### src/rtl/kp_pkg.sv
// kp_pkg: shared state encoding, keypad geometry and row/column encoders for the keypad scanner
package kp_pkg;
  typedef enum logic [1:0] {SCAN = 2'd0, DEBOUNCE = 2'd1, PRESSED = 2'd2, RELEASED = 2'd3} kp_state_t;
  localparam int KP_NROW = 4;
  localparam int KP_NCOL = 4;
  localparam int KP_CODE_W = 4;
  localparam logic [KP_NCOL-1:0] COL_RESET = 4'b1110;
  function automatic logic [1:0] low_idx(input logic [3:0] v);
    return !v[0] ? 2'd0 : !v[1] ? 2'd1 : !v[2] ? 2'd2 : 2'd3;
  endfunction
endpackage

### src/rtl/kp_tick_gen.sv
// kp_tick_gen: column dwell counter, one-cycle tick at SCAN_DIV-1, restarts on clr
module kp_tick_gen #(
  parameter int SCAN_DIV = 1000
) (
  input  logic clk,
  input  logic rst,
  input  logic clr,
  output logic tick
);
  localparam int CW = $clog2(SCAN_DIV);
  logic [CW-1:0] cnt;
  assign tick = cnt == CW'(SCAN_DIV - 1);
  always_ff @(posedge clk or posedge rst)
    if (rst) cnt <= '0;
    else cnt <= (clr || tick) ? '0 : cnt + 1'b1;
endmodule

### src/rtl/kp_scan_ctrl.sv
// kp_scan_ctrl: 4x4 keypad scanner with press/release debounce and load pulse on release
// Optional auto-repeat load pulses while a key is held: define KP_AUTOREPEAT_EN
module kp_scan_ctrl
  import kp_pkg::*;
#(
  parameter int SCAN_DIV     = 1000,
  parameter int DB_CNT       = 4,
  parameter int REPEAT_TICKS = 250
) (
  input  logic                 clk,
  input  logic                 rst,
  input  logic [KP_NROW-1:0]   row,
  output logic [KP_NCOL-1:0]   col,
  output logic [KP_CODE_W-1:0] key_code,
  output logic                 pressed,
  output logic                 load
);
  localparam int DW = $clog2(DB_CNT + 1);
  logic [KP_NROW-1:0] row_m, row_s;
  kp_state_t state, state_n;
  logic [1:0] row_idx;
  logic [DW-1:0] db, db_inc;
  logic tick, held, hit, rotate, db_done, rep_fire;
  assign held    = !row_s[row_idx];
  assign hit     = row_s != '1;
  assign db_inc  = db + 1'b1;
  assign db_done = db_inc == DW'(DB_CNT);
  assign rotate  = (state == SCAN && tick && !hit) || (state == DEBOUNCE && tick && !held) || state == RELEASED;
  kp_tick_gen #(.SCAN_DIV(SCAN_DIV)) u_tick (
    .clk  (clk),
    .rst  (rst),
    .clr  (rotate),
    .tick (tick)
  );
  always_ff @(posedge clk or posedge rst)
    if (rst) begin
      row_m <= '1;
      row_s <= '1;
    end else begin
      row_m <= row;
      row_s <= row_m;
    end
  always_ff @(posedge clk or posedge rst)
    if (rst) state <= SCAN;
    else state <= state_n;
  always_comb begin
    state_n = state == SCAN     ? (tick && hit ? DEBOUNCE : SCAN) :
              state == DEBOUNCE ? (!tick ? DEBOUNCE : !held ? SCAN : db_done ? PRESSED : DEBOUNCE) :
              state == PRESSED  ? (tick && !held && db_done ? RELEASED : PRESSED) : SCAN;
  end
  always_comb begin
    pressed = state == PRESSED;
    load    = state == RELEASED || rep_fire;
  end
  // the column stays frozen outside SCAN, so col itself identifies the key's column
  always_ff @(posedge clk or posedge rst)
    if (rst) begin
      col      <= COL_RESET;
      row_idx  <= '0;
      db       <= '0;
      key_code <= '0;
    end else begin
      if (rotate) col <= {col[KP_NCOL-2:0], col[KP_NCOL-1]};
      if (state == SCAN && tick && hit) begin
        row_idx <= low_idx(row_s);
        db      <= DW'(1);
      end else if (tick && state == DEBOUNCE) db <= (held && !db_done) ? db_inc : '0;
      else if (tick && state == PRESSED) db <= (!held && !db_done) ? db_inc : '0;
      if (state == DEBOUNCE && tick && held && db_done) key_code <= {row_idx, low_idx(col)};
    end
`ifdef KP_AUTOREPEAT_EN
  localparam int RW = $clog2(REPEAT_TICKS + 1);
  logic [RW-1:0] rep;
  assign rep_fire = state == PRESSED && tick && held && rep == RW'(REPEAT_TICKS - 1);
  always_ff @(posedge clk or posedge rst)
    if (rst) rep <= '0;
    else if (state != PRESSED) rep <= '0;
    else if (tick) rep <= (held && !rep_fire) ? rep + 1'b1 : '0;
`else
  assign rep_fire = REPEAT_TICKS < 0;
`endif
endmodule

### config.mk
export PLATFORM = sky130hd
export DESIGN_NAME = kp_scan_ctrl
export DESIGN_NICKNAME = d
export VERILOG_FILES = /design/src/rtl/kp_pkg.sv /design/src/rtl/kp_tick_gen.sv /design/src/rtl/kp_scan_ctrl.sv
export SDC_FILE = /design/constraint.sdc
export NUM_CORES = 1
export LEC_CHECK = 0
export ABC_AREA = 1
export BUFFER_PORTS_ARGS = -buffer_cell sky130_fd_sc_hd__buf_2
export CAP_MARGIN = 25
export CORE_MARGIN = 2
export CORE_UTILIZATION = 50
export DETAILED_ROUTE_END_ITERATION = 10
export PLACE_DENSITY = 0.68
export SLEW_MARGIN = 20
export SYNTH_ARGS = -nofsm -noshare
export SYNTH_HDL_FRONTEND = slang
export SYNTH_SLANG_ARGS = --single-unit
### constraint.sdc
create_clock -name clk -period 2.1 [get_ports clk]
set_input_delay 0.105 -clock clk [delete_from_list [all_inputs] [get_ports clk]]
set_output_delay 0.105 -clock clk [all_outputs]
set_load 0.02 [all_outputs]
Word level (Yosys, flattened, before mapping). Index checks and enable logic that the tools add are counted.

Flip-flop bits (word level): 33. Memories kept: 0. Bits in read-only memories: 0. RAM bits: 0. Latch bits: 0. Output and inout port bits: 10.

Multipliers: 0. $lt $le $gt $ge: 1. Bitwise logic cells: 0. Reductions and logical operators: 21. Divide/modulo/power cells: 0. Shift operators: 0. $add $sub $neg: 2. Muxes and demuxes: 22. Equality and inequality tests: 6.

Operators with widths (number): 2-to-1 mux 2 bit (10); 2-to-1 mux 3 bit (5); logical AND 1 bit (13); adder 10 x 1 -> 10 bit, second input constant (1); equality test 10 bit, second input constant (1); 2-to-1 mux 10 bit (1); 2-to-1 mux 1 bit (5); equality test 2 bit, second input constant (2); inequality test 4 bit, second input constant (1); adder 3 x 1 -> 3 bit, second input constant (1); equality test 3 bit, second input constant (1); zero test 1 bit (3); logical OR 1 bit (3); < comparator 2 x 3 -> 1 bit, second input constant (1); nonzero test 3 bit (1); binary-select mux 1 bit (select 2 bit) (1); equality test 2 x 1 -> 1 bit, second input constant (1); zero test 2 bit (1).

Depth between registers and ports, before layout.
Depth in word-level cells: 8. Gate-level depth with buffers: 10. Gate-level depth less buffers: 10.

Cells and area by module. From an unflattened synthesis, not the netlist that was laid out.

Cell total of the unflattened synthesis: 178. Area, all modules: 1564.0 um^2.

Modules (own cells, without submodules): kp_scan_ctrl (sequential area each 589.3 um^2, times used 1, area an instance 1009.7 um^2, cells an instance 108); kp_tick_gen (sequential area each 250.2 um^2, times used 1, area an instance 554.3 um^2, cells an instance 70).

Worst setup path before layout. Ideal clock, no wire load.

Path type: reg-to-reg. Start point: register u_tick.cnt[0]. End point: register key_code[0]. Arrival time: 1267 ps. Setup slack: 710 ps. Data required time: 1977 ps. Stages on the path, launching flop included: 9. Path through: dfrtp_1 > ha_1 > nand2_4 > inv_1 > nand3_2 > nor2_2 > nand3_2 > nand2_1 > o21ai_1.

Longest elaborated chain between the ends: 4.

Ends and longest elaborated chain: start, declared (RTL line kp_tick_gen.sv:11) `logic [CW-1:0] cnt;`; start signal, assigned (RTL line kp_tick_gen.sv:15) `else cnt <= (clr || tick) ? '0 : cnt + 1'b1;`; equality test 10 bit (RTL line kp_tick_gen.sv:12) `assign tick = cnt == CW'(SCAN_DIV - 1);`; logical AND 1 bit (3 in a row) (RTL line kp_scan_ctrl.sv:69) `if (state == DEBOUNCE && tick && held && db_done) key_code <= {row_idx, low_idx(col)};`; end signal, assigned (RTL line kp_scan_ctrl.sv:69); end, declared (RTL line kp_scan_ctrl.sv:14) `output logic [KP_CODE_W-1:0] key_code,`.

Every way passes these cells. A chain may end at the register's enable or synchronous reset.

Final worst setup path. Same ends and word-level chain as after synthesis.

==> results.cfg <==
[yosys]
synth_nets = 211
synth_compound_area_share_pct = 4.34
xor_and_xnor_area_share_after_synthesis_pct = 1.52
post_synth_fa_ha_maj_area_fraction_pct = 2.17
synthMuxAreaShare_pct = 0
synth_simple_gate_area_share_pct = 37.5
yosysSeqAreaShare_pct = 48.5
main_combinational_cell_family_by_area_after_synthesis = simple AND/OR/NAND/NOR gates
synthArstFlopShare_pct = 100
synth.cell_area_sq_um = 1730
synth_enable_flop_cells = 0
syn-instance-count = 202
ys_types = 27
syn_avg_cell_area_sq_um = 8.57
yosysWarningCount = 0
synth_top_flop_cell = dfrtp_1
ys_ff_latch = 33

[timing]
worst_slew_pin_tran_ps = 833
setup-violations-final = 0
final.period_utilization_pct = 78.0
worst_clock_skew_ps = 4.31
slew_violations = 0
setup_total_neg_slack_ps = 0
timing_hold_violations_final = 0
min_period_ps = 1640
worst_hold_slack_ps = 361
timing_limited_maximum_frequency_ghz = 0.610
maxSlewHeadroom_pct = 44.4
rsz_0062_raised_after_global_routing = false

[route]
routed-wl-met3_um = 166
total_number_of_vias = 1403
initialDrtViolationCount = 54
finalWirelength_um = 3390
drtPass1Iterations = 4
maxUsedRoutingLayer = met4
antenna_violating_nets_post_route = 0
detail_route.wl_per_cell_um = 12.2
per_cell_via_count_in_the_routed_design = 5.05
wl_met2_um = 1640
wirelength_met1_um = 1550
remaining_drcs = 0

[final_layout]
antenna_diode_count = 0
area.sequential_sq_um = 840
area_growth_pct = 16.3
final_net_count = 240
fill_cells = 309
finalNonFillerCells = 278
most_frequent_cells_in_the_layout = nand2_1, inv_1, dfrtp_1
drive_gt1_share_pct = 23.7
multi_input_comb_area_sq_um = 787
most_common_library_cell_in_the_layout_ignoring_fill_and_taps = nand2_1
final_core_util_pct = 60.3

[critical_path]
r2r_start = u_tick.cnt[0]
timing.critical_path.slowest_cell_delay_ps = 410
critPathArrivalTime_ps = 1860
path_common_cell = nand3_2
crit_path_end = key_code[0]
timing_worst_setup_path_type = flip-flop to flip-flop
crit_fanout = 9
crit_cells = 8
timing.critical_path.slowest_stage_cell = dfrtp_1
critPathLaunch = u_tick.cnt[0]
reg_to_reg_end = key_code[0]
worstPathRequired_ps = 2330
critical_path.startpoint_type = flip-flop
endpoint_kind = flip-flop
path_buf_inv = 1
critical-path-top-delay-family = simple AND/OR/NAND/NOR gates
number_of_cells_on_the_worst_reg_to_reg_path = 8
critical_path_cell_sequence = ha_1 > nand2_4 > inv_1 > nand3_2 > nor2_2 > nand3_2 > nand2_1 > o21ai_1
regToRegSetupSlack_ps = 460

[placed_design]
dpl_hpwl_um = 2520
port_buffers = 15
place.detailed.instances = 265
gp_congestion = 0.826

[clocking]
cts_inserted_buffers = 5
cts_setup_buffers = 0
cts.sinks = 33
h-tree-depth = 2
cts-resized-gates = 0
clock_tree_from_tritoncts = built
cts.root.buffer_cell = clkbuf_4
clk_latency_ps = 330
clk_pin_slew_ps = 100
cts.hold.buffers_added = 5
clockBufferDepth = 2

[floorplan]
ios = 16
core.rowCount = 21
die-width_um = 62.8
design.core.area_sq_um = 3340
floorplan.initialDensity_pct = 51.9
die_area_sq_um = 3950
die_y_um = 62.8

[power_and_ir_drop]
internal_power_uw = 950
power.share.switching_pct = 20.4
power.static_leakage_uw = 0.00103
total_power_uw = 1190
combinationalPowerShare_pct = 3.3
power_per_standard_cell_area_nw_per_um2 = 593
p_clk_share_pct = 41.9
p_seq_share_pct = 54.8
switchingPower_uw = 244
power.ir.vdd_worst_mv = 0.416

[worst_hold_path]
min_path_cells = 0
timing.hold.worst.class = flip-flop to flip-flop

[global_routing]
grt_pass1_wl_um = 6110
first_global_vias = 1388
global_route.usage.total_pct = 19.6
overflow = 0
grt_antenna_before_repair = 0
maximum_number_of_pins_on_one_net_before_global_route_repair = 24

[outcome]
status = complete, no violations

[job]
max_cap_viol_count = 0
-- cells in the mapped netlist (2+ instances only) --
cell type	number	share of area, %
nand4_1	11	4.0
nor2_4	4	2.6
ha_1	3	2.2
nand3_1	13	3.8
inv_1	25	5.4
a21oi_1	3	0.87
nor2_1	20	4.3
o21ai_0	8	2.3
dfstp_2	11	17
nand3b_1	2	0.87
nand3_2	5	2.9
xor2_1	2	1.0
o21ai_1	4	1.2
nand2_4	2	1.3
nor2_2	2	0.72
and3_1	2	0.72
nor3_1	4	1.2
nand2_1	51	11
dfrtp_1	22	32
-- worst min path at each step --
stage               startpoint  endpoint
floorplan               row[0]  row_m[0]
global placement        row[1]  row_m[1]
detailed placement      row[0]  row_m[0]
CTS                   row_m[1]  row_s[1]
global route          row_m[1]  row_s[1]
finish                row_m[1]  row_s[1]
-- layout make-up --
| type | instances | share of cell area, % |
|---|---|---|
| well taps | 46 | 2.86 |
| multi-input cells | 142 | 39.1 |
| repair buffers | 22 | 6.96 |
| clock inverters | 1 | 1.49 |
| clock buffers | 7 | 2.73 |
| inverters | 27 | 5.16 |
| flip-flops and latches | 33 | 41.7 |
-- cells by family after synthesis --
family	count (synthesis)
fa+ha+maj	3
simple gates	121
xor+xnor	3
buf+inv	27
flops	33
compound gates	15
-- registers in the layout, summed over array words and instances, names as in the netlist --
| register | cells |
|---|---|
| row_m | 4 |
| row_idx | 2 |
| u_tick.cnt | 10 |
| state | 2 |
| row_s | 4 |
| db | 3 |
| key_code | 4 |
| col | 4 |
-- per-stage QoR --
step	setup slack (ps)	area, sq um
floorplan	710	1730
finish	462	2010
global placement	526	1880
CTS	454	2010
global route	289	2010
detailed placement	475	1880
-- power by group through the flow --
stage          sequential [uW]  combinational [uW]  clock (uW)
2_1_floorplan              664                19.7           0
3_3_place_gp               665                31.8           0
3_5_place_dp               665                33.2           0
4_1_cts                    654                40.2         517
5_1_grt                    655                45.3         546
6_report                   654                39.3         500
-- worst register-to-register path: cells and delay by family, from the launching register on --
family	cells	cell delay, ps
and+or+nand+nor	5	630
DFF	1	410
adders and majority gates	1	260
buffers and inverters	1	160
AOI/OAI and AO/OA	1	70
-- per-layer routing --
metal	track usage, %	vias up
li1	-	714
met1	25.4	660
met2	33.3	25
met3	4.86	4
met4	4.17	0
met5	0	-
Power figures use the tool's default switching activity.
